===== src/rtl/kfps2kb_pkg.sv =====
// Shared types and sizes for the PS/2 keyboard front end.
package kfps2kb_pkg;

  localparam int PS2_DATA_BITS = 8;
  localparam int PS2_TIMEOUT_W = 16;
  localparam int PS2_IDX_W     = 3;

  typedef enum logic [1:0] {
    IDLE   = 2'd0,
    DATA   = 2'd1,
    PARITY = 2'd2,
    STOP   = 2'd3
  } ps2_rx_state_t;

endpackage


===== src/rtl/ps2_line_filter.sv =====
// Two-flop synchronizer followed by a glitch filter for one raw PS/2 pin.
// The filtered level only moves after filter_depth consecutive synchronized
// samples disagree with it; both flops and the level come out of reset high.
module ps2_line_filter #(
  parameter int filter_depth = 4
) (
  input  logic clock,
  input  logic reset,
  input  logic raw_in,
  output logic filtered
);

  logic       sync1_q, sync1_d;
  logic       sync2_q, sync2_d;
  logic       level_q, level_d;
  logic [3:0] cnt_q,   cnt_d;

  // Register stage: synchronizer, agreement counter and filtered level.
  always_ff @(posedge clock or posedge reset) begin
    if (reset) begin
      sync1_q <= 1'b1;
      sync2_q <= 1'b1;
      level_q <= 1'b1;
      cnt_q   <= 4'd0;
    end else begin
      sync1_q <= sync1_d;
      sync2_q <= sync2_d;
      level_q <= level_d;
      cnt_q   <= cnt_d;
    end
  end

  // Count disagreeing samples; flip the level on the filter_depth-th one.
  always_comb begin
    sync1_d = raw_in;
    sync2_d = sync1_q;
    level_d = level_q;
    cnt_d   = 4'd0;
    if (sync2_q != level_q) begin
      if (cnt_q == 4'(filter_depth - 1)) begin
        level_d = sync2_q;
        cnt_d   = 4'd0;
      end else begin
        cnt_d = cnt_q + 4'd1;
      end
    end
  end

  assign filtered = level_q;

endmodule


===== src/rtl/ps2_frame_receiver.sv =====
// PS/2 device-to-host frame receiver: start, 8 data bits LSB first, odd
// parity, stop. Bits are taken on filtered clock falling edges. A good frame
// loads register and pulses recieved_flag; a parity, stop or timeout fault
// pulses error_flag. Both strobes are registered and last one cycle.
// state_dbg exposes the FSM state for observation only.
module ps2_frame_receiver
  import kfps2kb_pkg::*;
#(
  parameter logic [PS2_TIMEOUT_W-1:0] over_time    = 16'd1000,
  parameter int                       filter_depth = 4
) (
  input  logic                     clock,
  input  logic                     reset,
  input  logic                     device_clock,
  input  logic                     device_data,
  output logic [PS2_DATA_BITS-1:0] register,
  output logic                     recieved_flag,
  output logic                     error_flag,
  output ps2_rx_state_t            state_dbg
);

  logic f_clock, f_data, bit_event;

  ps2_line_filter #(.filter_depth(filter_depth)) u_clock_filter (
    .clock(clock), .reset(reset), .raw_in(device_clock), .filtered(f_clock)
  );

  ps2_line_filter #(.filter_depth(filter_depth)) u_data_filter (
    .clock(clock), .reset(reset), .raw_in(device_data), .filtered(f_data)
  );

  ps2_rx_state_t              state_q,    state_d;
  logic                       fclk_prev_q, fclk_prev_d;
  logic [PS2_IDX_W-1:0]       index_q,    index_d;
  logic [PS2_DATA_BITS-1:0]   buf_q,      buf_d;
  logic                       parity_q,   parity_d;
  logic [PS2_TIMEOUT_W-1:0]   cnt_q,      cnt_d;
  logic [PS2_DATA_BITS-1:0]   register_q, register_d;
  logic                       rx_flag_q,  rx_flag_d;
  logic                       err_flag_q, err_flag_d;

  assign bit_event = fclk_prev_q & ~f_clock;

  // State register and all datapath flops.
  always_ff @(posedge clock or posedge reset) begin
    if (reset) begin
      state_q     <= IDLE;
      fclk_prev_q <= 1'b1;
      index_q     <= '0;
      buf_q       <= '0;
      parity_q    <= 1'b0;
      cnt_q       <= '0;
      register_q  <= '0;
      rx_flag_q   <= 1'b0;
      err_flag_q  <= 1'b0;
    end else begin
      state_q     <= state_d;
      fclk_prev_q <= fclk_prev_d;
      index_q     <= index_d;
      buf_q       <= buf_d;
      parity_q    <= parity_d;
      cnt_q       <= cnt_d;
      register_q  <= register_d;
      rx_flag_q   <= rx_flag_d;
      err_flag_q  <= err_flag_d;
    end
  end

  // Next state: frame sequencing, bit capture, frame check and timeout.
  always_comb begin
    state_d     = state_q;
    fclk_prev_d = f_clock;
    index_d     = index_q;
    buf_d       = buf_q;
    parity_d    = parity_q;
    register_d  = register_q;
    rx_flag_d   = 1'b0;
    err_flag_d  = 1'b0;

    // Timeout counter: idle and bit events clear it, otherwise saturating.
    if (bit_event || state_q == IDLE) begin
      cnt_d = '0;
    end else if (cnt_q != '1) begin
      cnt_d = cnt_q + 1'b1;
    end else begin
      cnt_d = cnt_q;
    end

    unique case (state_q)
      IDLE: begin
        // A high bit here is a leftover of an interrupted frame: ignore it.
        if (bit_event && !f_data) begin
          state_d = DATA;
          index_d = '0;
        end
      end
      DATA: begin
        if (bit_event) begin
          buf_d[index_q] = f_data;
          if (index_q == PS2_IDX_W'(PS2_DATA_BITS - 1)) begin
            state_d = PARITY;
          end else begin
            index_d = index_q + 1'b1;
          end
        end
      end
      PARITY: begin
        if (bit_event) begin
          parity_d = f_data;
          state_d  = STOP;
        end
      end
      STOP: begin
        if (bit_event) begin
          state_d = IDLE;
          if (f_data && ((^buf_q) ^ parity_q)) begin
            register_d = buf_q;
            rx_flag_d  = 1'b1;
          end else begin
            err_flag_d = 1'b1;
          end
        end
      end
      default: state_d = IDLE;
    endcase

    // A stalled frame is abandoned; a coincident bit event takes priority.
    if (state_q != IDLE && !bit_event && cnt_q == over_time) begin
      state_d    = IDLE;
      buf_d      = '0;
      err_flag_d = 1'b1;
    end
  end

  // Outputs come straight from registers.
  always_comb begin
    register      = register_q;
    recieved_flag = rx_flag_q;
    error_flag    = err_flag_q;
    state_dbg     = state_q;
  end

endmodule

===== config.mk =====
export PLATFORM = sky130hd
export DESIGN_NAME = ps2_frame_receiver
export DESIGN_NICKNAME = d
export VERILOG_FILES = /design/src/rtl/kfps2kb_pkg.sv /design/src/rtl/ps2_line_filter.sv /design/src/rtl/ps2_frame_receiver.sv
export SDC_FILE = /design/constraint.sdc
export NUM_CORES = 1
export LEC_CHECK = 0
export ABC_AREA = 1
export BUFFER_PORTS_ARGS = -buffer_cell sky130_fd_sc_hd__buf_2
export CORE_MARGIN = 1
export CORE_UTILIZATION = 29
export DETAILED_ROUTE_END_ITERATION = 16
export PLACE_DENSITY = 0.46
export SLEW_MARGIN = 10
export SYNTH_ARGS = -nofsm -noshare
export SYNTH_HDL_FRONTEND = slang
export SYNTH_HIERARCHICAL = 1
export SYNTH_SLANG_ARGS = --single-unit

===== constraint.sdc =====
create_clock -name clock -period 2 [get_ports clock]
set_input_delay 0.1 -clock clock [delete_from_list [all_inputs] [get_ports clock]]
set_output_delay 0.1 -clock clock [all_outputs]
set_load 0.01 [all_outputs]

# Word level (Yosys, flattened, before mapping)
# Index checks and enable logic that the tools add are counted.
[totals]
regBits = 55
in_bits = 4
out_inout_bits = 12
elab_cells = 96
[classes]
reduce_logical = 22
add_sub_neg = 4
muxes = 30
eq_ne = 18
bitwise = 3
order_cmp = 2
[ops]
columns = ["op", "n"]
rows = [
  ["16-bit 2-to-1 mux", 2],
  ["8-bit 2-to-1 mux", 3],
  ["16-bit by 1-bit adder with 16-bit output (second input constant)", 1],
  ["16-bit by 10-bit == test with 1-bit output (second input constant)", 1],
  ["4-bit 2-to-1 mux", 4],
  ["16-bit != test (second input constant)", 1],
  ["2-bit 2-to-1 mux", 6],
  ["3-bit != test (second input constant)", 4],
  ["2-bit nonzero test", 5],
  ["3-bit 2-to-1 mux", 3],
  ["4-bit by 1-bit adder with 4-bit output (second input constant)", 2],
  ["8-bit bitwise mux", 1],
  ["4-bit by 2-bit == test with 1-bit output (second input constant)", 2],
  ["1-bit 2-to-1 mux", 8],
  ["2-bit case mux with 4 select lines", 1],
  ["2-bit AND reduction", 4],
  ["8-bit XOR reduction", 1],
  ["3-bit case mux with 2 select lines", 1],
  ["1-bit logical AND", 5],
  ["5-bit AND reduction", 1],
  ["2-bit == test (second input constant)", 2],
  ["3-bit by 4-bit less-than comparator with 1-bit output (second input constant)", 1],
  ["2-bit != test (second input constant)", 2],
  ["4-bit AND reduction", 1],
  ["15 further kinds", 17],
]

# Longest topological paths before layout
# Gate-level depths: netlist (run 1).
[logic_depth]
ltp_word = 8
depth_mapped = 12
mapped_depth_nobuf = 12

# By module
# Netlist (run 1), hierarchy kept.
[modules_own_cells]
columns = ["mod", "cells_per_inst", "seq_area_each_um2", "n_inst", "area_per_inst_um2"]
rows = [
  ["ps2_frame_receiver", 305, 1027.2, 1, 2412.3],
  ["ps2_line_filter", 29, 178.9, 2, 294.0],
]

# Worst setup path before layout (run 1)
# OpenSTA, ideal clock, no wires.
[synth_path]
kind = "register to register"
from = "register state_q[0], in the netlist state_dbg[0]"
to = "register buf_q[4]"
t_arrival_ps = 1466
slack_ps = 404
setup_time_ps = 130
stages_incl_launch_ff = 7
period_less_slack_ps = 1596
path_buffers = 0
required_ps = 1870
path_cell_list = "dfrtp_1 > inv_1 > ha_1 > nor2_2 > clkinv_1 > nor4_4 > nor2_1"
[synth_via]
elab_chain_len = 5
word_cells_on_any_way = 8
cone_classes = "eq/ne (1); mux (1); reduce/logical (6)"
[synth_lines]
columns = ["element", "line", "rtl"]
rows = [
  ["from (decl)", "ps2_frame_receiver.sv:32", "ps2_rx_state_t state_q, state_d;"],
  ["from (signal assigned)", "ps2_frame_receiver.sv:57", "state_q <= state_d;"],
  ["2-bit nonzero test", "ps2_frame_receiver.sv:128", "if (state_q != IDLE && !bit_event && cnt_q == over_time) begin"],
  ["1-bit logical AND (2 in a row)", "ps2_frame_receiver.sv:128", ""],
  ["2-bit nonzero test (no source line)", "n/a", ""],
  ["2-bit AND reduction (no source line)", "n/a", ""],
  ["to (signal assigned)", "ps2_frame_receiver.sv:60", "buf_q <= buf_d;"],
  ["to (decl)", "ps2_frame_receiver.sv:35", "logic [PS2_DATA_BITS-1:0] buf_q, buf_d;"],
]
# Parallel ways exist; a longest one is shown, timed or not.
# A chain may end at the register's enable or synchronous reset.

==> results of run 1 <==
final cells by class:
| class | instances | area [sq um] | share of cell area |
|---|---|---|---|
| multi-input combinational | 257 | 1418 | 0.4159 |
| clock buffer | 6 | 82.58 | 0.02423 |
| timing repair buffer | 21 | 127.6 | 0.03744 |
| inverter | 50 | 190.2 | 0.05580 |
| tap | 133 | 166.4 | 0.04883 |
| sequential | 55 | 1385 | 0.4064 |
| clock inverter | 2 | 38.79 | 0.01138 |
routing by layer:
metal | global-route usage | wire length, microns | up-vias
li1 | - | - | 1224
met5 | 0 | 0 | -
met2 | 0.1999 | 2886 | 26
met1 | 0.1573 | 2801 | 1108
met3 | 0.02517 | 159 | 4
met4 | 0.03571 | 53 | 0
worst reg2reg max path, stage by stage, from the launching register on:
cell and delay (ns):
dfrtp_1 0.42, inv_1 0.10, ha_1 0.24, nor2_2 0.22
buf_4 0.20, nand3_1 0.22, nand3_1 0.13, o21ai_1 0.06
report_power, final:
part | switching, mW | internal [mW]
Combinational | 0.957 | 0.535
Clock | 0.378 | 0.413
Sequential | 0.250 | 1.34
Total | 1.58 | 2.29
Yosys cell counts (4+ instances only):
cell,instances,area (sq um)
xor2_1,4,35.03
o21ai_0,10,50.05
inv_2,6,22.52
a21oi_1,14,70.07
dfrtp_1,48,1201
nor3_1,9,45.04
nor2_2,9,56.30
nand2_1,95,356.6
nand3_1,23,115.1
dfstp_2,7,183.9
inv_1,42,157.7
nand2_2,10,62.56
nor2_1,26,97.59
ha_1,11,137.6
o21ai_1,13,65.06
nand4_1,9,56.30
registers in the layout, indices dropped and copies added (netlist names), 2 cells and up:
| signal | flops |
|---|---|
| cnt_q | 16 |
| u_clock_filter/cnt_q | 4 |
| buf_q | 8 |
| register | 8 |
| state_dbg | 2 |
| u_data_filter/cnt_q | 4 |
| index_q | 3 |
path summary, 6_finish.rpt:
path,start,to,slack (ns),cells past startpoint
max,state_dbg[0]$_DFFE_PP0P_,cnt_q[0]$_DFFE_PP0P_,0.28,7
min,reset,u_data_filter/cnt_q[3]$_DFF_PP0_,0.26,3
max reg2reg,state_dbg[0]$_DFFE_PP0P_,cnt_q[0]$_DFFE_PP0P_,0.28,7
min reg2reg,u_clock_filter/sync1_q$_DFF_PP1_,u_clock_filter/sync2_q$_DFF_PP1_,0.36,0
max in group asynchronous,reset,fclk_prev_q$_DFF_PP1_,1.14,4
min in group clock,u_clock_filter/sync1_q$_DFF_PP1_,u_clock_filter/sync2_q$_DFF_PP1_,0.36,0
kinds of logic after synthesis:
group	count (synthesis)	share of synthesized area
XOR/XNOR	6	0.01751
flip-flops	55	0.4616
adder cells (fa/ha/maj)	11	0.04587
buffers and inverters	51	0.06589
AO/OA/AOI/OAI	44	0.08007
AND/OR/NAND/NOR	196	0.3290
==> impl_metrics.py, run 1 <==
metrics = {
    "global_routing": {
        "groute.usage.overall": 0.1204,
        "grt_max_degree": 42,
        "grt_pass1_wl_microns": 10560,
        "grt_remaining_overflow": 0,
        "grt_pass1_vias": 2271,
        "antenna_found_initial": 0,
    },
    "die": {
        "io_pins": 16,
        "core_sq_um": 9910,
        "dieArea_sq_um": 10760,
        "row_count": 36,
        "die_h_microns": 103.7,
        "dieWidth_microns": 103.7,
        "start_util": 0.3028,
    },
    "placement": {
        "dpl_cell_area_sq_um": 3257,
        "gp_congestion": 0.8060,
        "placedCellCount": 513,
        "io_buffers": 15,
        "dpl.hpwl_microns": 4420,
        "pre_cts_slack_ns": 0.2649,
    },
    "timing": {
        "fmax_mhz": 582.1,
        "final-hold-violation-count": 0,
        "period_needed_ns": 1.718,
        "setup_viol": 0,
        "worstMarginPinSlew_ns": 0.5441,
        "clock_skew_ns": 0.01280,
        "drv_slew": 0,
        "period_share": 0.8590,
        "rsz0062_at_grt": "no",
        "finalWorstSetupSlack_ns": 0.2821,
        "holdWs_ns": 0.2619,
        "finalSetupTns_ns": 0,
        "relSlewSlack": 0.6373,
    },
    "logic_synthesis": {
        "ys_seq_area_frac": 0.4616,
        "ys_ff_latch": 55,
        "syn_nets": 378,
        "async_reset_ff_frac": 1.000,
        "avgSynthCellArea_sq_um": 8.266,
        "synth_area_sq_um": 3000,
        "synth_edf_count": 0,
        "synth.distinct_cells": 37,
        "synthCells": 363,
        "yosysWarningCount": 6,
        "ys.flop_type": "dfrtp_1",
    },
    "route": {
        "drc": 0,
        "routed_via_density": 4.508,
        "vias": 2362,
        "detail_route.iter0.violations": 106,
        "finalWirelength_microns": 5900,
        "avgRoutedWirePerCell_microns": 11.26,
        "drtPass1Iterations": 6,
        "drtAntennaViolNets": 0,
    },
    "cts": {
        "postCtsSetupRepairBufs": 0,
        "cts_num_sinks": 55,
        "cts_hold_buf": 3,
        "cts_tree": "yes",
        "clk_pin_slew_ns": 0.11,
        "clk_latency_ns": 0.31,
        "cts_max_path_buffers": 2,
        "htree_levels": 2,
        "cts-buffers-inserted": 5,
        "cts_resized": 0,
        "root_buffer": "clkbuf_8",
    },
    "layout": {
        "antenna_cells": 0,
        "drive_gt1_frac": 0.1841,
        "fin_util": 0.3439,
        "nFillCells": 1046,
        "final_cells": 524,
        "nNetsFinal": 405,
        "syn_to_final_growth_pct": 13.59,
        "fin_area_sq_um": 3408,
        "final_cell_mix": "95 x nand2_1, 48 x dfrtp_1, 42 x inv_1",
        "layout_commonest_cell": "nand2_1",
    },
    "power_and_ir_drop": {
        "p_leak_nw": 1.668,
        "power.total_mw": 3.872,
        "worst_ir_drop_vdd_mv": 0.4604,
        "cellPowerDensity_nw_per_um2": 1136,
    },
    "job": {
        "maxCapViolations": 0,
    },
    "critical_path": {
        "critical-path-slowest-cell": "dfrtp_1",
        "worstSetupEndpointType": "flip-flop",
        "start_kind": "flip-flop",
        "worst_path_dominant_cell_family": "simple AND/OR/NAND/NOR gates",
        "crit_type": "flip-flop to flip-flop",
        "cp_num_buf_inv": 2,
        "critPathMaxStageDelay_ns": 0.42,
        "cp_data_arrival_time_ns": 1.91,
        "cp.required_ns": 2.19,
        "path_common_cell": "nand3_1",
        "cp_max_fo": 8,
        "crit_chain": "inv_1, ha_1, nor2_2, buf_4, nand3_1, nand3_1, o21ai_1",
    },
    "outcome": {
        "outcome": "complete, no violations",
    },
    "min_path": {
        "hold_class": "input pin to asynchronous set/reset pin",
    },
}
Note: power is estimated with default switching activity, not from simulation.
==> run 2, diff against run 1 <==
--- a/config.mk
+++ b/config.mk
@@ -7,10 +7,12 @@
 export LEC_CHECK = 0
 export ABC_AREA = 1
 export BUFFER_PORTS_ARGS = -buffer_cell sky130_fd_sc_hd__buf_2
+export CELL_PAD_IN_SITES_DETAIL_PLACEMENT = 2
+export CELL_PAD_IN_SITES_GLOBAL_PLACEMENT = 2
 export CORE_MARGIN = 1
 export CORE_UTILIZATION = 29
 export DETAILED_ROUTE_END_ITERATION = 16
-export PLACE_DENSITY = 0.46
+export PLACE_DENSITY_LB_ADDON = 0.12
 export SLEW_MARGIN = 10
 export SYNTH_ARGS = -nofsm -noshare
 export SYNTH_HDL_FRONTEND = slang
==> run 2 against run 1 <==
  * Clock skew fell by 0.0025 ns
  * Critical path type unchanged
  * Critical path depth rose by 1
  * First-iteration DRC count fell by 54%
  * Largest power group unchanged
  * Routed wire length rose by 28%
  * Combinational power rose by 4%
  * Sequential power barely moved
  * Highest routed layer unchanged
  * Cell area fell by 1.1%
  * Count of clock-buffer cells in the layout did not move
==> impl_metrics.py, run 2 (same netlist as run 1, synthesis figures left out) <==
metrics = {
    "placement": {
        "dpl.hpwl_microns": 5876,
        "placedCellCount": 513,
        "gp_congestion": 0.7562,
        "io_buffers": 15,
    },
    "layout": {
        "syn_to_final_growth_pct": 12.39,
        "layout_commonest_cell": "nand2_1",
        "top_register": "cnt_q",
        "final_cells": 524,
        "multi_input_area_sq_um": 1418,
        "final_cell_mix": "95 x nand2_1, 48 x dfrtp_1, 41 x inv_1",
        "nFillCells": 1173,
        "antenna_cells": 0,
        "largest_reg_flops": 16,
        "nNetsFinal": 405,
        "register_area_sq_um": 1385,
        "drive_gt1_frac": 0.1816,
    },
    "critical_path": {
        "crit_chain": "inv_1, ha_1, nor2_2, nand4_2, nand2_1, nand2_1, nand2_1, o21ai_1",
        "cp_num_buf_inv": 1,
        "critPathMaxStageDelay_ns": 0.44,
        "crit_type": "flip-flop to flip-flop",
        "cp_max_fo": 8,
        "worstSetupEndpointType": "flip-flop",
        "path_common_cell": "nand2_1",
        "cp_data_arrival_time_ns": 1.94,
        "start_kind": "flip-flop",
        "critical-path-slowest-cell": "dfrtp_1",
        "cp.required_ns": 2.21,
        "worst_path_dominant_cell_family": "simple AND/OR/NAND/NOR gates",
    },
    "timing": {
        "rsz0062_at_grt": "no",
        "drv_slew": 0,
        "final-hold-violation-count": 0,
        "period_share": 0.8651,
        "relSlewSlack": 0.6193,
        "fmax_mhz": 578.0,
        "clock_skew_ns": 0.01029,
        "setup_viol": 0,
        "worstMarginPinSlew_ns": 0.5710,
        "finalSetupTns_ns": 0,
        "period_needed_ns": 1.730,
    },
    "cts": {
        "clk_pin_slew_ns": 0.11,
        "htree_levels": 2,
        "cts_tree": "yes",
        "clk_latency_ns": 0.31,
        "cts_max_path_buffers": 2,
        "root_buffer": "clkbuf_8",
        "postCtsSetupRepairBufs": 0,
        "cts-buffers-inserted": 5,
        "cts_num_sinks": 55,
    },
    "die": {
        "row_count": 36,
        "core_sq_um": 9910,
        "dieArea_sq_um": 10760,
        "dieWidth_microns": 103.7,
        "die_h_microns": 103.7,
        "start_util": 0.3028,
        "io_pins": 16,
    },
    "power_and_ir_drop": {
        "p_leak_nw": 1.644,
        "worst_ir_drop_vdd_mv": 0.3653,
        "cellPowerDensity_nw_per_um2": 1125,
    },
    "route": {
        "finalWirelength_microns": 7565,
        "drtPass1Iterations": 4,
        "vias": 2441,
        "avgRoutedWirePerCell_microns": 14.44,
        "drc": 0,
        "routed_via_density": 4.658,
        "detail_route.iter0.violations": 49,
        "drtAntennaViolNets": 0,
    },
    "global_routing": {
        "antenna_found_initial": 0,
        "grt_pass1_wl_microns": 13160,
        "grt_pass1_vias": 2614,
        "grt_remaining_overflow": 0,
        "groute.usage.overall": 0.1525,
        "grt_max_degree": 42,
    },
    "outcome": {
        "outcome": "complete, no violations",
    },
    "min_path": {
        "hold_class": "input pin to asynchronous set/reset pin",
    },
    "job": {
        "maxCapViolations": 0,
    },
}
## run 2: cell count changes in the layout (fill, tap and decap cells not counted), sizes merged
cell | previous run | this run
clkinv | 1 | 3
inv | 50 | 48
clkinvlp | 0 | 1
bufinv | 1 | 0
## run 2: worst paths after layout
kind	slack, ns	cells after the start	startpoint	endpoint
setup / recovery	0.27	8	state_dbg[0]$_DFFE_PP0P_	state_dbg[1]$_DFFE_PP0P_
hold / removal	0.28	3	reset	u_clock_filter/cnt_q[0]$_DFF_PP0_
setup reg to reg	0.27	8	state_dbg[0]$_DFFE_PP0P_	state_dbg[1]$_DFFE_PP0P_
hold reg to reg	0.36	0	u_data_filter/sync1_q$_DFF_PP1_	u_data_filter/sync2_q$_DFF_PP1_
max in group asynchronous	1.12	4	reset	register[0]$_DFFE_PP0P_
min in group clock	0.36	0	u_data_filter/sync1_q$_DFF_PP1_	u_data_filter/sync2_q$_DFF_PP1_
## run 2: cell type report
class                      count  share of cell area
sequential                    55              0.4108
timing repair buffer          21             0.03785
clock buffer                   6             0.02152
multi-input combinational    257              0.4204
inverter                      50             0.05640
clock inverter                 2            0.003711
tap                          133             0.04935
## run 2: where the power goes
| group | internal [mW] | switching (mW) | total [mW] |
|---|---|---|---|
| Combinational | 0.538 | 1.02 | 1.55 |
| Sequential | 1.34 | 0.265 | 1.60 |
| Clock | 0.247 | 0.390 | 0.637 |
| Total | 2.12 | 1.67 | 3.80 |
## run 2: through the flow
step	worst slack (ns)	hold slack (ns)	total power, mW	instance area [sq um]	utilization
after floorplan	0.4043	-0.09878	2.750	3000	-
after global placement	0.3702	0.07469	3.161	3257	0.3287
after detailed placement	0.2854	0.07241	3.227	3257	0.3287
after CTS	0.2476	0.2795	3.884	3372	0.3403
after global routing	0.05715	0.2986	4.164	3372	0.3403
final	0.2698	0.2782	3.795	3372	0.3403
## run 2: what timing repair did
action / 4_1_cts / 5_1_grt
hold endpoints to repair: 53 / 0
hold buffers: 3 / 0
gates resized for setup: 0 / 0
## run 2: layer usage
layer / routed length [microns] / vias up / part of all wire / GRT usage
met4: 85 / 0 / 0.011 / 0.03673
met1: 3437 / 1198 / 0.45 / 0.1882
met3: 135 / 7 / 0.018 / 0.02329
li1: - / 1220 / - / -
met5: 0 / - / 0 / 0
met2: 3907 / 16 / 0.52 / 0.2776
## run 2: tightest hold or removal path, stage by stage
cell and delay [ns]:
dlygate4sd3_1 0.53, buf_2 0.14, inv_1 0.23
==> run 3, diff against run 2 <==
--- a/config.mk
+++ b/config.mk
@@ -7,12 +7,13 @@
 export LEC_CHECK = 0
 export ABC_AREA = 1
 export BUFFER_PORTS_ARGS = -buffer_cell sky130_fd_sc_hd__buf_2
-export CELL_PAD_IN_SITES_DETAIL_PLACEMENT = 2
+export CELL_PAD_IN_SITES_DETAIL_PLACEMENT = 0
 export CELL_PAD_IN_SITES_GLOBAL_PLACEMENT = 2
 export CORE_MARGIN = 1
 export CORE_UTILIZATION = 29
 export DETAILED_ROUTE_END_ITERATION = 16
 export PLACE_DENSITY_LB_ADDON = 0.12
+export RECOVER_POWER = 100
 export SLEW_MARGIN = 10
 export SYNTH_ARGS = -nofsm -noshare
 export SYNTH_HDL_FRONTEND = slang
==> run 3 against run 2 <==
  * Via count decreased by 2.7%
  * Combinational power fell by 9%
  * Non-clock buffer count stayed put
  * Fmax is 2.2% lower
  * Worst setup slack got worse by 0.040 ns
  * Critical path type unchanged
==> impl_metrics.py, run 3 (same netlist as run 1, synthesis figures left out) <==
metrics = {
    "placement": {
        "dpl.hpwl_microns": 4904,
        "dpl_cell_area_sq_um": 3257,
        "gp_congestion": 0.7562,
        "io_buffers": 15,
    },
    "cts": {
        "cts_resized": 0,
        "cts_num_sinks": 55,
        "root_buffer": "clkbuf_8",
        "cts_tree": "yes",
        "cts_max_path_buffers": 2,
        "postCtsSetupRepairBufs": 0,
        "cts_hold_buf": 3,
        "clk_pin_slew_ns": 0.10,
        "htree_levels": 2,
        "cts-buffers-inserted": 5,
        "clk_latency_ns": 0.31,
    },
    "die": {
        "die_h_microns": 103.7,
        "dieWidth_microns": 103.7,
        "io_pins": 16,
        "start_util": 0.3028,
        "dieArea_sq_um": 10760,
        "core_sq_um": 9910,
        "row_count": 36,
    },
    "layout": {
        "syn_to_final_growth_pct": 10.34,
        "fin_area_sq_um": 3311,
        "nFillCells": 1087,
        "antenna_cells": 0,
        "top_register": "cnt_q",
        "nNetsFinal": 405,
        "drive_gt1_frac": 0.1176,
        "largest_reg_flops": 16,
        "layout_commonest_cell": "nand2_1",
        "final_cell_mix": "100 x nand2_1, 48 x dfrtp_1, 41 x inv_1",
    },
    "timing": {
        "worstMarginPinSlew_ns": 1.098,
        "drv_slew": 0,
        "clock_skew_ns": 0.008881,
        "setup_viol": 0,
        "period_share": 0.8849,
        "period_needed_ns": 1.770,
        "relSlewSlack": 0.2680,
        "final-hold-violation-count": 0,
        "fmax_mhz": 565.0,
        "rsz0062_at_grt": "no",
        "finalSetupTns_ns": 0,
    },
    "global_routing": {
        "grt_pass1_wl_microns": 11220,
        "groute.usage.overall": 0.1293,
        "grt_remaining_overflow": 0,
        "grt_max_degree": 42,
        "antenna_found_initial": 0,
        "grt_pass1_vias": 2310,
    },
    "route": {
        "drtAntennaViolNets": 0,
        "finalWirelength_microns": 6546,
        "drc": 0,
        "drtPass1Iterations": 6,
        "avgRoutedWirePerCell_microns": 12.49,
        "detail_route.iter0.violations": 88,
        "vias": 2376,
        "routed_via_density": 4.534,
    },
    "power_and_ir_drop": {
        "power.total_mw": 3.621,
        "cellPowerDensity_nw_per_um2": 1094,
        "p_leak_nw": 1.574,
        "worst_ir_drop_vdd_mv": 0.3586,
    },
    "critical_path": {
        "cp.required_ns": 2.20,
        "startpoint": "state_dbg[0]$_DFFE_PP0P_",
        "cp_data_arrival_time_ns": 1.97,
        "worstSetupEndpointType": "flip-flop",
        "cp_max_fo": 8,
        "crit_type": "flip-flop to flip-flop",
        "start_kind": "flip-flop",
        "timing.rr.start": "state_dbg[0]$_DFFE_PP0P_",
    },
    "job": {
        "maxCapViolations": 0,
    },
    "outcome": {
        "outcome": "complete, no violations",
    },
    "min_path": {
        "hold_class": "input pin to asynchronous set/reset pin",
    },
}
[run 3: cell types whose count changed in the layout (fill, tap and decap cells not counted), moves of 2 or more]
cell / change
buf_2: -13
clkbuf_1: +14
dfstp_1: +2
dfstp_2: -2
nand2_1: +5
nand2_2: -5
o21ai_0: +7
o21ai_1: -7
[run 3: cell type report]
type | count | area (sq um) | area share
Multi-Input combinational cell | 257 | 1379 | 0.4165
Sequential cell | 55 | 1385 | 0.4184
Timing Repair Buffer | 21 | 108.9 | 0.03288
Inverter | 50 | 190.2 | 0.05744
Clock buffer | 7 | 76.32 | 0.02305
Clock inverter | 1 | 5.005 | 0.001512
Tap cell | 133 | 166.4 | 0.05026
[run 3: critical path, stage by stage (launching register included)]
cell and delay, ns:
dfrtp_1 0.44, inv_1 0.10, ha_1 0.24, nor2_1 0.22, nand4_2 0.29, nand2_1 0.13
nand2_1 0.10, nand2_1 0.07, o21ai_0 0.07
[run 3: power by group]
part	total, mW	switching (mW)	internal (mW)
Sequential	1.59	0.256	1.33
Combinational	1.41	0.918	0.489
Clock	0.624	0.377	0.248
[run 3: stage by stage]
step	setup slack, ns	hold slack, ns	utilization	instances
after floorplan	0.4043	-0.09878	-	363
after global placement	0.3702	0.07469	0.3287	513
after detailed placement	0.3169	0.07550	0.3287	513
after CTS	0.2934	0.2833	0.3399	524
after global routing	0.07929	0.3331	0.3341	524
final	0.2302	0.2821	0.3341	524
[run 3: worst paths after layout]
| kind | endpoint | slack (ns) | cells after the start |
|---|---|---|---|
| max | state_dbg[0]$_DFFE_PP0P_ | 0.23 | 8 |
| max reg2reg | state_dbg[0]$_DFFE_PP0P_ | 0.23 | 8 |
| min in group clock | u_data_filter/sync2_q$_DFF_PP1_ | 0.36 | 0 |
| min reg2reg | u_data_filter/sync2_q$_DFF_PP1_ | 0.36 | 0 |
| max in group asynchronous | cnt_q[15]$_DFFE_PP0P_ | 0.63 | 4 |
| min | u_data_filter/cnt_q[1]$_DFF_PP0_ | 0.28 | 3 |
[run 3: routing by layer]
layer	routed length, microns	vias up	GRT usage
met5	0	-	0
met4	60	0	0.03571
met3	162	7	0.02203
met2	3275	25	0.2339
met1	3048	1114	0.1574
li1	-	1230	-
